<file path="config.mk">
export PLATFORM = sky130hd
export DESIGN_NAME = down_counter_timer
export DESIGN_NICKNAME = d
export VERILOG_FILES = /design/src/rtl/counter_pkg.sv /design/src/rtl/counter_prescaler.sv /design/src/rtl/down_counter_timer.sv
export SDC_FILE = /design/constraint.sdc
export NUM_CORES = 1
export LEC_CHECK = 0
export BUFFER_PORTS_ARGS = -buffer_cell sky130_fd_sc_hd__buf_2
export CAP_MARGIN = 10
export CORE_UTILIZATION = 35
export CTS_CLUSTER_SIZE = 25
export DETAILED_ROUTE_END_ITERATION = 12
export PLACE_DENSITY = 0.69
export SETUP_SLACK_MARGIN = 0.1
export SLEW_MARGIN = 20
export SYNTH_ARGS = -nofsm -noshare
export SYNTH_HDL_FRONTEND = slang
export SYNTH_SLANG_ARGS = --single-unit
</file>
<file path="constraint.sdc">
create_clock -name clk -period 1.6 [get_ports clk]
set_clock_uncertainty 0.1 [all_clocks]
set_input_delay 0.24 -clock clk [delete_from_list [all_inputs] [get_ports clk]]
set_output_delay 0.24 -clock clk [all_outputs]
set_load 0.02 [all_outputs]
</file>
<file path="src/rtl/counter_pkg.sv">
// Shared types and helpers for the counter library.
// The state encoding is used by down_counter_timer.
// prescale_width sizes prescaler phase registers.
package counter_pkg;

  typedef enum logic [1:0] {ST_IDLE, ST_RUN, ST_PAUSE, ST_DONE} timer_state_t;

  // Phase register width for a divide-by-p prescaler: $clog2(p), at least 1 bit
  function automatic int prescale_width(input int p);
    return (p <= 1) ? 1 : $clog2(p);
  endfunction

endpackage

</file>
<file path="src/rtl/counter_prescaler.sv">
// Rate divider: emits a one-cycle tick once every PRESCALE enabled cycles.
// With PRESCALE = 1 the phase register never leaves 0, so tick = en.
// clr restarts the phase so that the next tick is a full period away.
module counter_prescaler
  import counter_pkg::*;
#(
  parameter int PRESCALE = 1
) (
  input  logic clk,
  input  logic rst,
  input  logic en,
  input  logic clr,
  output logic tick
);

  localparam int PW = prescale_width(PRESCALE);
  localparam logic [PW-1:0] LAST = PW'(PRESCALE - 1);

  logic [PW-1:0] phase;

  // Phase counter advances only while enabled and wraps after LAST
  always_ff @(posedge clk or posedge rst) begin
    if (rst) begin
      phase <= '0;
    end else if (clr) begin
      phase <= '0;
    end else if (en) begin
      phase <= (phase == LAST) ? '0 : phase + PW'(1);
    end
  end

  assign tick = en && (phase == LAST);

endmodule

</file>
<file path="src/rtl/down_counter_timer.sv">
// Loadable down-counting timer with pause/resume and a one-cycle done pulse.
// Optional macro DOWN_COUNTER_TIMER_AUTO_RELOAD_EN: on expiry, reload the
// count from the reload register and keep running (periodic mode).
// Command priority on each edge is load > stop > start.
module down_counter_timer
  import counter_pkg::*;
#(
  parameter int COUNT_WIDTH = 4,
  parameter int PRESCALE    = 1
) (
  input  logic                   clk,
  input  logic                   rst,
  input  logic                   load,
  input  logic [COUNT_WIDTH-1:0] load_val,
  input  logic                   start,
  input  logic                   stop,
  output logic [COUNT_WIDTH-1:0] count_out,
  output logic                   busy,
  output logic                   paused,
  output logic                   done
);

  localparam logic [COUNT_WIDTH-1:0] ONE = COUNT_WIDTH'(1);

  timer_state_t           state;
  logic [COUNT_WIDTH-1:0] count;
  logic [COUNT_WIDTH-1:0] reload;
  logic                   done_pulse;
  logic                   tick;

  // The prescaler only runs in RUN; load and stop restart its phase
  counter_prescaler #(
    .PRESCALE(PRESCALE)
  ) u_prescaler (
    .clk (clk),
    .rst (rst),
    .en  (state == ST_RUN),
    .clr (load || stop),
    .tick(tick)
  );

  // Timer FSM with count, reload and done registers
  always_ff @(posedge clk or posedge rst) begin
    if (rst) begin
      state      <= ST_IDLE;
      count      <= '0;
      reload     <= '0;
      done_pulse <= 1'b0;
    end else if (load) begin
      state      <= ST_IDLE;
      count      <= load_val;
      reload     <= load_val;
      done_pulse <= 1'b0;
    end else begin
      done_pulse <= 1'b0;
      case (state)
        ST_IDLE: begin
          // stop outranks start even though it has no effect here
          if (!stop && start && (count != '0)) begin
            state <= ST_RUN;
          end
        end
        ST_RUN: begin
          if (stop) begin
            state <= ST_PAUSE;
          end else if (tick) begin
            if (count == ONE) begin
              done_pulse <= 1'b1;
`ifdef DOWN_COUNTER_TIMER_AUTO_RELOAD_EN
              if (reload != '0) begin
                count <= reload;
              end else begin
                count <= '0;
                state <= ST_DONE;
              end
`else
              count <= '0;
              state <= ST_DONE;
`endif
            end else if (count != '0) begin
              count <= count - ONE;
            end
          end
        end
        ST_PAUSE: begin
          if (!stop && start) begin
            state <= ST_RUN;
          end
        end
        ST_DONE: begin
          // Held at zero until load or reset
          state <= ST_DONE;
        end
        default: state <= ST_IDLE;
      endcase
    end
  end

  assign count_out = count;
  assign done      = done_pulse;
  assign busy      = (state == ST_RUN) || (state == ST_PAUSE);
  assign paused    = (state == ST_PAUSE);

endmodule

</file>
==> impl_metrics.ini <==
[sta]
setup_viol = 4
post-route-period-util = 1.11
relSlewSlack = 0.780
rsz0062_at_grt = yes
max_freq_mhz = 562
tightest_slew_ns = 0.328
setup_slack_ns = -0.180
min_period_ns = 1.78
hold_viol_final = 0
setup_tns_ns = -0.607
slew_viol_final = 0
whs_ns = 0.109

[min_path]
hold_start = load_val[3]
hold_path.class = in -> reg

[yosys]
syn_area_sq_um = 500
netlist_top_cells_count = dfrtp_1 (7), inv_1 (7), ha_1 (6), nand2_1 (6)
synth_seq_area_share = 0.350
synth_area_per_cell_sq_um = 8.94
synth_nets = 71
synth-async-reset-ratio = 1.00
ys_ff_latch = 7
synth_edf_count = 0
synth_top_cell_area_share = 0.350
yosys_most_used_dff = dfrtp_1
yosysUniqueCellTypes = 23
synth_top_cells_by_area = dfrtp_1 (35%), ha_1 (15%), inv_1 (5.3%)
yosys_warnings = 0
synthCells = 56
synth_top_area_cell = dfrtp_1

[power_and_ir_drop]
cellPowerDensity_nw_per_um2 = 1340
ir_drop_mv = 0.962
finalPower_mw = 1.25
leakage_nw = 0.434

[global_route]
grt_pass1_wl_mm = 2.37
grt_pass1_vias = 566
grt_max_degree = 10
antenna_found_initial = 0
grt_remaining_overflow = 0
grt_use_total = 0.235

[worst_setup_path]
worstSetupEndpointType = flip-flop
critPathBufInv = 3
path_cells = inv_4 > buf_4 > ha_4 > nor3b_1 > a222oi_1 > buf_4 > mux2i_1
critPathMaxStageDelay_ns = 0.38
crit_family = flip-flops
crit_top_cell = buf_4
critPathMaxFanout = 4
path_class = reg -> reg
r2r-start = count_out[1]
critPathSlowestCell = dfrtp_2
critPathLaunchType = flip-flop
arrival_ns = 1.86
startpoint = count_out[1]
critPathRequiredTime_ns = 1.68

[clocking]
clk_pin_slew_worst_paths_ns = 0.06
root_buffer = clkbuf_4
cts_tree = built
cts_inserted_buffers = 3
cts_buffer_depth = 2
cts_max_level = 1
clk_latency_ns = 0.27
cts_sinks = 7

[route]
drc = 0
met2_length_um = 908
drt_iter0_markers = 18
drt-met1-wl_um = 725
via_count = 633
met3_length_um = 78
wirelength_mm = 1.76
wl_per_cell_um = 15.5
antenna_left = 0
highest_layer = met4
vias_per_cell = 5.60
first_pass_iters = 4

[floorplan]
die_y_um = 39.8
dieArea_sq_um = 1590
io_pins = 16
rows = 13
initial_utilization = 0.380
die_x_um = 39.8
fp.coreArea_sq_um = 1320

[cells_and_area]
final_nets = 114
fillers = 90
antennaDiodeCount = 0
drive_above_1_share = 0.643
syn_to_final_growth_pct = 87.5

[place]
dp_slack_ns = -0.224
dp_hpwl_um = 983
numPortBuffers = 15
place.gp.congestion = 0.794

[run_status]
outcome = complete, but fails checks
violations = setup timing

[flow_run]
cap_violations = 0
-- what timing repair did --
item	CTS	global route
setup endpoints to repair	6	7
buffers inserted	6	4
pin swaps	2	3
endpoints found under the hold margin	7	0
hold buffers	1	0
gates resized for setup	14	16
-- layout by cell type (no fill, tap or decap), drive strengths merged --
cell	Yosys	layout
dfrtp	7	7
clkbuf	0	4
a211o	1	1
clkinv	1	1
or3b	1	1
nor2	4	4
o211ai	2	2
or2b	1	1
dlygate4sd3	0	1
nor3b	1	1
or2	1	1
ha	6	6
a222oi	1	1
nand2	6	6
nor3	2	2
a31oi	2	2
o21ai	4	4
or4	2	2
nor2b	1	1
nor4b	1	1
buf	0	37
mux2i	2	2
inv	7	7
nand2b	1	1
o311ai	2	2
-- state kept, by name (all words and copies together), names as in the netlist --
register	count
count_out	4
done	1
state	2
-- final cells by class --
cell class | instances | area (sq um) | area share
Timing Repair Buffer | 38 | 260 | 0.277
Sequential cell | 7 | 178 | 0.189
Multi-Input combinational cell | 41 | 423 | 0.451
Inverter | 8 | 32.5 | 0.0347
Tap cell | 15 | 18.8 | 0.0200
Clock buffer | 4 | 26.3 | 0.0280
-- through the flow --
| stage | instance area, sq um | util | instances |
|---|---|---|---|
| detailed placement | 702 | 0.533 | 98 |
| CTS | 830 | 0.630 | 109 |
| global route | 938 | 0.712 | 113 |
| floorplan | 518 | - | 56 |
| finish | 938 | 0.712 | 113 |
| global placement | 702 | 0.533 | 98 |
-- power by group --
part	switching, mW	internal, mW
registers	0.0477	0.215
logic	0.362	0.450
clock network	0.0826	0.0962
-- worst reg2reg max path: stages (launching register included) --
cell and delay [ns]:
dfrtp_2 0.38, inv_4 0.05, buf_4 0.14, ha_4 0.17, nor3b_1 0.14, a222oi_1 0.35, buf_4 0.18, mux2i_1 0.19
-- path summary, 6_finish.rpt --
check | slack, ns | to | cells after the start
worst max-delay path | -0.18 | state[1] | 7
worst min-delay path | 0.11 | count_out[3] | 3
worst max register to register | -0.18 | state[1] | 7
worst min register to register | 0.59 | count_out[2] | 2
max in group asynchronous | 0.79 | count_out[0] | 3
min in group asynchronous | 0.36 | count_out[2] | 3
-- metal layers --
metal | GRT usage | vias up
met2 | 0.398 | 23
met4 | 0.155 | 0
met1 | 0.257 | 314
met5 | 0 | -
li1 | - | 289
met3 | 0.0511 | 7
-- cell families (layout without fill, tap and decap cells) --
kind of cell,after synthesis,after routing,synth area share
AOI/OAI and AO/OA,12,12,0.167
adders and majority gates,6,6,0.150
buffers and inverters,8,50,0.0600
DFF,7,7,0.350
muxes,2,2,0.0400
and+or+nand+nor,21,21,0.233
Power figures use the tool's default switching activity.
